**config.mk**
```make
export PLATFORM = sky130hd
export DESIGN_NAME = temp_control
export DESIGN_NICKNAME = d
export VERILOG_FILES = /design/src/rtl/temp_control_pkg.sv /design/src/rtl/temp_control_sync_2ff.sv /design/src/rtl/temp_control.sv
export SDC_FILE = /design/constraint.sdc
export NUM_CORES = 1
export LEC_CHECK = 0
export CAP_MARGIN = 15
export CORE_ASPECT_RATIO = 0.7
export CORE_MARGIN = 2
export CORE_UTILIZATION = 52
export CTS_BUF_LIST = sky130_fd_sc_hd__clkbuf_8
export DETAILED_ROUTE_END_ITERATION = 7
export PLACE_DENSITY = 0.88
export SLEW_MARGIN = 20
export SYNTH_ARGS = -nofsm -noshare
export SYNTH_HDL_FRONTEND = slang
export SYNTH_SLANG_ARGS = --single-unit
```
**constraint.sdc**
```tcl
create_clock -name clk -period 3.8 [get_ports clk]
set_clock_uncertainty 0.05 [all_clocks]
set_input_delay 0.76 -clock clk [delete_from_list [all_inputs] [get_ports clk]]
set_output_delay 0.76 -clock clk [all_outputs]
set_load 0.01 [all_outputs]
```
**src/rtl/temp_control_pkg.sv**
```systemverilog
// Shared constants for the temperature controller: the digit-entry "done" code,
// the conversion FSM encoding and small BCD arithmetic helpers.
package temp_control_pkg;

    localparam logic [1:0] INPUT_STATE_DONE = 2'd3;
    localparam logic [3:0] BCD_MAX          = 4'd9;

    typedef enum logic [2:0] {
        ST_IDLE = 3'd0,
        ST_CAPT = 3'd1,
        ST_HUNS = 3'd2,
        ST_TENS = 3'd3,
        ST_ONES = 3'd4,
        ST_CMP  = 3'd5
    } state_e;

    function automatic logic [3:0] clamp_bcd(input logic [3:0] digit);
        logic [3:0] res;
        if (digit > BCD_MAX) begin
            res = BCD_MAX;
        end else begin
            res = digit;
        end
        return res;
    endfunction

    // Shift-and-add keeps the x10 step free of a hardware multiplier.
    function automatic logic [9:0] times_ten(input logic [9:0] value);
        return (value << 3) + (value << 1);
    endfunction

    function automatic logic [9:0] mac_digit(input logic [9:0] acc, input logic [3:0] digit);
        return times_ten(acc) + {6'd0, digit};
    endfunction

endpackage

```
**src/rtl/temp_control_sync_2ff.sv**
```systemverilog
// Two-flop synchronizer bringing a single asynchronous bit into the clk domain.
module sync_2ff (
    input  logic clk,
    input  logic rst,
    input  logic d,
    output logic q
);

    logic meta_d;
    logic meta_q;
    logic sync_d;
    logic sync_q;

    // Next-state values for the two synchronizer stages
    always_comb begin
        meta_d = d;
        sync_d = meta_q;
    end

    // Synchronizer stages, cleared by reset
    always_ff @(posedge clk or posedge rst) begin
        if (rst) begin
            meta_q <= 1'b0;
            sync_q <= 1'b0;
        end else begin
            meta_q <= meta_d;
            sync_q <= sync_d;
        end
    end

    assign q = sync_q;

endmodule

```
**src/rtl/temp_control.sv**
```systemverilog
// BCD-to-binary temperature converter with hysteretic heat/cool demand outputs.
// Conversion is triggered by a synchronized rising edge of the "done" state code.
module temp_control
    import temp_control_pkg::*;
#(
    parameter int unsigned SETPOINT = 72,
    parameter int unsigned HYST     = 2
) (
    input  logic       clk,
    input  logic       rst,
    input  logic [1:0] input_state,
    input  logic [3:0] digit_ones,
    input  logic [3:0] digit_tens,
    input  logic [3:0] digit_huns,
    output logic [9:0] temp_bin,
    output logic       valid,
    output logic       busy,
    output logic       heat,
    output logic       cool
);

    // 11-bit thresholds so SETPOINT+HYST up to 1998 compares without wrapping.
    localparam logic [10:0] HEAT_ON_TH  = 11'(SETPOINT - HYST);
    localparam logic [10:0] COOL_ON_TH  = 11'(SETPOINT + HYST);
    localparam logic [10:0] SETPOINT_TH = 11'(SETPOINT);

    logic        done_raw_s;
    logic        done_sync_s;
    logic        start_s;
    logic [3:0]  digit_sel_s;
    logic [9:0]  acc_mac_s;
    logic [10:0] acc_ext_s;

    state_e      state_d,     state_q;
    logic        done_prev_d, done_prev_q;
    logic [9:0]  acc_d,       acc_q;
    logic [3:0]  huns_d,      huns_q;
    logic [3:0]  tens_d,      tens_q;
    logic [3:0]  ones_d,      ones_q;
    logic [9:0]  temp_bin_d,  temp_bin_q;
    logic        valid_d,     valid_q;
    logic        busy_d,      busy_q;
    logic        heat_d,      heat_q;
    logic        cool_d,      cool_q;

    assign done_raw_s = (input_state == INPUT_STATE_DONE);

    sync_2ff u_sync (
        .clk (clk),
        .rst (rst),
        .d   (done_raw_s),
        .q   (done_sync_s)
    );

    assign start_s = done_sync_s & ~done_prev_q;

    // Select the captured digit folded in by the current accumulate step
    always_comb begin
        digit_sel_s = 4'd0;
        case (state_q)
            ST_HUNS: digit_sel_s = huns_q;
            ST_TENS: digit_sel_s = tens_q;
            ST_ONES: digit_sel_s = ones_q;
            default: digit_sel_s = 4'd0;
        endcase
        acc_mac_s = mac_digit(acc_q, digit_sel_s);
        acc_ext_s = {1'b0, acc_mac_s};
    end

    // FSM and datapath next-state logic; results are registered on the ONES->CMP
    // edge so temp_bin/heat/cool/valid are all visible during the CMP cycle.
    always_comb begin
        state_d     = state_q;
        done_prev_d = done_sync_s;
        acc_d       = acc_q;
        huns_d      = huns_q;
        tens_d      = tens_q;
        ones_d      = ones_q;
        temp_bin_d  = temp_bin_q;
        valid_d     = 1'b0;
        heat_d      = heat_q;
        cool_d      = cool_q;

        case (state_q)
            ST_IDLE: begin
                if (start_s) begin
                    state_d = ST_CAPT;
                end else begin
                    state_d = ST_IDLE;
                end
            end
            ST_CAPT: begin
                huns_d  = clamp_bcd(digit_huns);
                tens_d  = clamp_bcd(digit_tens);
                ones_d  = clamp_bcd(digit_ones);
                acc_d   = 10'd0;
                state_d = ST_HUNS;
            end
            ST_HUNS: begin
                acc_d   = acc_mac_s;
                state_d = ST_TENS;
            end
            ST_TENS: begin
                acc_d   = acc_mac_s;
                state_d = ST_ONES;
            end
            ST_ONES: begin
                acc_d      = acc_mac_s;
                temp_bin_d = acc_mac_s;
                valid_d    = 1'b1;
                state_d    = ST_CMP;
                if (acc_ext_s < HEAT_ON_TH) begin
                    heat_d = 1'b1;
                end else if (acc_ext_s >= SETPOINT_TH) begin
                    heat_d = 1'b0;
                end else begin
                    heat_d = heat_q;
                end
                if (acc_ext_s > COOL_ON_TH) begin
                    cool_d = 1'b1;
                end else if (acc_ext_s <= SETPOINT_TH) begin
                    cool_d = 1'b0;
                end else begin
                    cool_d = cool_q;
                end
            end
            ST_CMP: begin
                state_d = ST_IDLE;
            end
            default: begin
                state_d = ST_IDLE;
            end
        endcase

        busy_d = (state_d != ST_IDLE);
    end

    // State, datapath and output registers
    always_ff @(posedge clk or posedge rst) begin
        if (rst) begin
            state_q     <= ST_IDLE;
            done_prev_q <= 1'b0;
            acc_q       <= 10'd0;
            huns_q      <= 4'd0;
            tens_q      <= 4'd0;
            ones_q      <= 4'd0;
            temp_bin_q  <= 10'd0;
            valid_q     <= 1'b0;
            busy_q      <= 1'b0;
            heat_q      <= 1'b0;
            cool_q      <= 1'b0;
        end else begin
            state_q     <= state_d;
            done_prev_q <= done_prev_d;
            acc_q       <= acc_d;
            huns_q      <= huns_d;
            tens_q      <= tens_d;
            ones_q      <= ones_d;
            temp_bin_q  <= temp_bin_d;
            valid_q     <= valid_d;
            busy_q      <= busy_d;
            heat_q      <= heat_d;
            cool_q      <= cool_d;
        end
    end

    assign temp_bin = temp_bin_q;
    assign valid    = valid_q;
    assign busy     = busy_q;
    assign heat     = heat_q;
    assign cool     = cool_q;

endmodule

```
==> metrics list <==
* IO Pins: 30
- When the netlist entered floorplanning its net count stood at 284.
- The initial utilization of the core area, before any placement, comes to 0.547.
- At the end of the flow, the number of nets in the layout was 313.
- The final hold violation count came to 0.
* Horizontal die dimension: 85.3 um
- For this run, the leading register cell type out of synthesis is sky130_fd_sc_hd__dfrtp_1.
* CTS tree: built
- The clock reaches the later pin of the worst-skew pair after 0.30 ns.
* Count of synthesis-stage warnings from yosys: 0
- In the final layout, the share of cells above drive strength 1 is 0.0993.
- Data arrives at the worst endpoint at 3.74 ns.
* Die area: 0.00520 sq mm
- Setup total negative slack on the finished layout was measured at 0 ns.
- Pin slew with the least headroom to its limit: 0.505 ns
- Sequence of cells on the critical path: nor2_1 > nand2_2 > inv_2 > a21oi_1 > fa_1 > fa_1 > and2b_4 > o211a_1 > nor4_1 > a311oi_2 > a21oi_1 > a211o_1
- The number of antenna diodes in the final layout is 0.
- Post-CTS resize count: 0
- Final worst path period share: 0.947
- Detailed placement ended at an HPWL of 3.87 mm.
* Number of remaining DRC errors: 0
- Hold slack: 0.308 ns
- Height of the die: 60.9 um
- Router iterations before antenna repair: 4
- Async set-or-reset flop fraction in the synthesized netlist: 1.00
* Synthesized instance count: 252
- The worst setup path is launched from a register.
* Non-filler instance count after layout: 337
- Post-synth EDFFs: 0
- The number of max-slew violations in the final report came to 0.
- Of the total synthesized cell area, the portion taken by full adders, half adders and majority gates is 0.0894.
- In this run the power density over the cells is 963 mW/mm^2.
- After the first detailed-routing iteration, the DRC count stood at 177.
- On the worst path, the slowest cell contributes a delay of 0.51 ns.
- WS Path Type: reg2reg
* Setup WS post-layout: 0.203 ns
- Global routing finished with a remaining overflow of 0.
- After detailed placement, the design holds a cell count of 329.
- Cell with the largest stage delay on the worst path: sky130_fd_sc_hd__fa_1
- Worst slack at placement: 0.264 ns
* Wire length of the first global-routing pass: 8.99 mm
- After synthesis, the largest family of logic cells by area is simple AND/OR/NAND/NOR gates.
- Among cell families on the critical path, the largest total delay comes from compound AO/OA/AOI/OAI gates.
* Clock Sinks: 41
- Count of vias placed by the detailed router: 1961
* Number of distinct standard cells referenced by the synthesized netlist: 54
* Number of I/O port buffers: 29
- The clock period could shrink to 3.60 ns.
- The congestion estimate from routability-driven global placement came to 0.973.
* Post-synthesis instance area: 0.00241 sq mm
* Required time of the critical path: 3.94 ns
- Setup violations remaining at the end of the flow were counted as 0.
- Largest net degree at the start of global routing: 42
- The tree is rooted in a sky130_fd_sc_hd__clkbuf_8.
- Compound-Gate Fraction of Synth Area: 0.182
- Vias in the first global route: 1851
- The clock passes through at most 2 buffers.
- In the global route stage, overall resource usage came out at 0.227.
* Inserted Clock Buffers: 5
- Area of the core: 0.00440 sq mm
- In this run the post-CTS setup repair buffer count came out at 0.
* Mux cell area share after synthesis: 0.0260
- In the routed layout, each cell is associated on average with a via count of 5.82.
- Relative to the synthesized area, the layout overhead comes to 18.9%.
- Register bit total from synthesis: 41
- The count of nets left with antenna violations once routing finished came out at 0.
* Post-Syn Area per Cell: 9.56 sq um
- Most common cell after layout, fill and taps aside: sky130_fd_sc_hd__nand2_1
* Total detailed-routing wirelength: 5.34 mm
- Number of hold-repair buffers added at the cts stage: 0
- Number of H-tree levels: 2
* Area fraction in and, or, nand and nor cells after synthesis: 0.193
* Leakage power: 1.40 nW
- Largest fanout on the critical path: 8
- Total power of the final layout: 2.76 mW
- Average routed wire per standard cell: 15.9 um
- Initial antenna violation count: 0
- Crit end category: register
* Sequential area share after synthesis: 0.426
- Layout fillers: 359
- Std-Cell Rows: 20
- CP bufs+invs: 1
- After clock tree synthesis, the clock-pin slew on the worst setup and hold paths is 0.08 ns.
* Unrepaired setup endpoints after global routing: no
- The flow ran to the end, and the final reports show no timing, DRC or antenna violations.
* Worst max-slew margin expressed relative to the limit: 0.663
- For this run, the top clock speed supported by timing is 278 MHz.
- Of the total synthesized cell area, the portion taken by XOR and XNOR cells is 0.0358.
- In this run the worst hold path is classified as reg2reg.
- Commonest cells after routing, fill and taps aside: sky130_fd_sc_hd__nand2_1, sky130_fd_sc_hd__dfrtp_1, sky130_fd_sc_hd__clkdlybuf4s50_1
- Across the VDD grid, the largest voltage drop is 0.500 mV.
- Across the run, the number of max-cap violations was 0.
==> synth_stat cells, drive strengths merged, types with 5 or more instances <==
cell type	n	area, sq um
nand2	52	198
dfrtp	41	1030
o21ai	19	98.8
ha	14	175
inv	12	45.1
nor2	12	45.0
clkbuf	8	30.0
a21o	6	45.0
a21oi	6	33.8
nand3b	6	45.0
buf	5	38.8
nor3	5	25.0
xor2	5	51.3
==> metal layers <==
metal / part of all wire / vias up / track usage
met1: 0.49 / 953 / 0.340
met3: 0.073 / 9 / 0.0517
li1: - / 936 / -
met4: 0.011 / 0 / 0.0658
met2: 0.43 / 63 / 0.330
met5: 0 / - / 0
==> worst paths after layout <==
check	to	startpoint	slack [ns]	cells past startpoint
max reg2reg	acc_q[8]$_DFFE_PP0P_	state_q[0]$_DFF_PP0_	0.20	12
min in group asynchronous	u_sync.meta_q$_DFF_PP0_	rst	0.84	3
max	acc_q[8]$_DFFE_PP0P_	state_q[0]$_DFF_PP0_	0.20	12
min	u_sync.q$_DFF_PP0_	u_sync.meta_q$_DFF_PP0_	0.31	0
max in group asynchronous	cool$_DFFE_PP0P_	rst	2.51	3
min reg2reg	u_sync.q$_DFF_PP0_	u_sync.meta_q$_DFF_PP0_	0.31	0
==> layout make-up <==
cell class | count | area [sq um] | area share
multi-input combinational | 186 | 1270 | 0.443
clock inverter | 2 | 37.5 | 0.0131
inverter | 12 | 45.0 | 0.0157
tap | 55 | 68.8 | 0.0240
sequential | 41 | 1030 | 0.358
clock buffer | 6 | 82.6 | 0.0288
timing repair buffer | 35 | 335 | 0.117
==> cell families after synthesis <==
kind of cell	after synthesis
AND/OR/NAND/NOR	97
AO/OA/AOI/OAI	58
flip-flops	41
buffers and inverters	25
adder cells (fa/ha/maj)	16
XOR/XNOR	9
multiplexers	6
==> per-stage QoR <==
stage	cell area [sq um]	util
finish	2860	0.650
global route	2860	0.650
global placement	2740	0.623
floorplan	2410	-
CTS	2860	0.650
detailed placement	2740	0.623
==> sequential cells by signal, indices dropped and copies added (netlist names), 3 cells and up <==
name	flops
tens_q	4
acc_q	9
temp_bin	10
huns_q	4
state_q	3
ones_q	4
==> power by group <==
| part | switching [mW] | total (mW) | leakage (nW) | internal [mW] |
|---|---|---|---|---|
| logic | 0.930 | 1.65 | 0.829 | 0.718 |
| registers | 0.129 | 0.740 | 0.511 | 0.611 |
| clock network | 0.158 | 0.372 | 0.0574 | 0.214 |
| total | 1.22 | 2.76 | 1.40 | 1.54 |
Power figures use the tool's default switching activity.
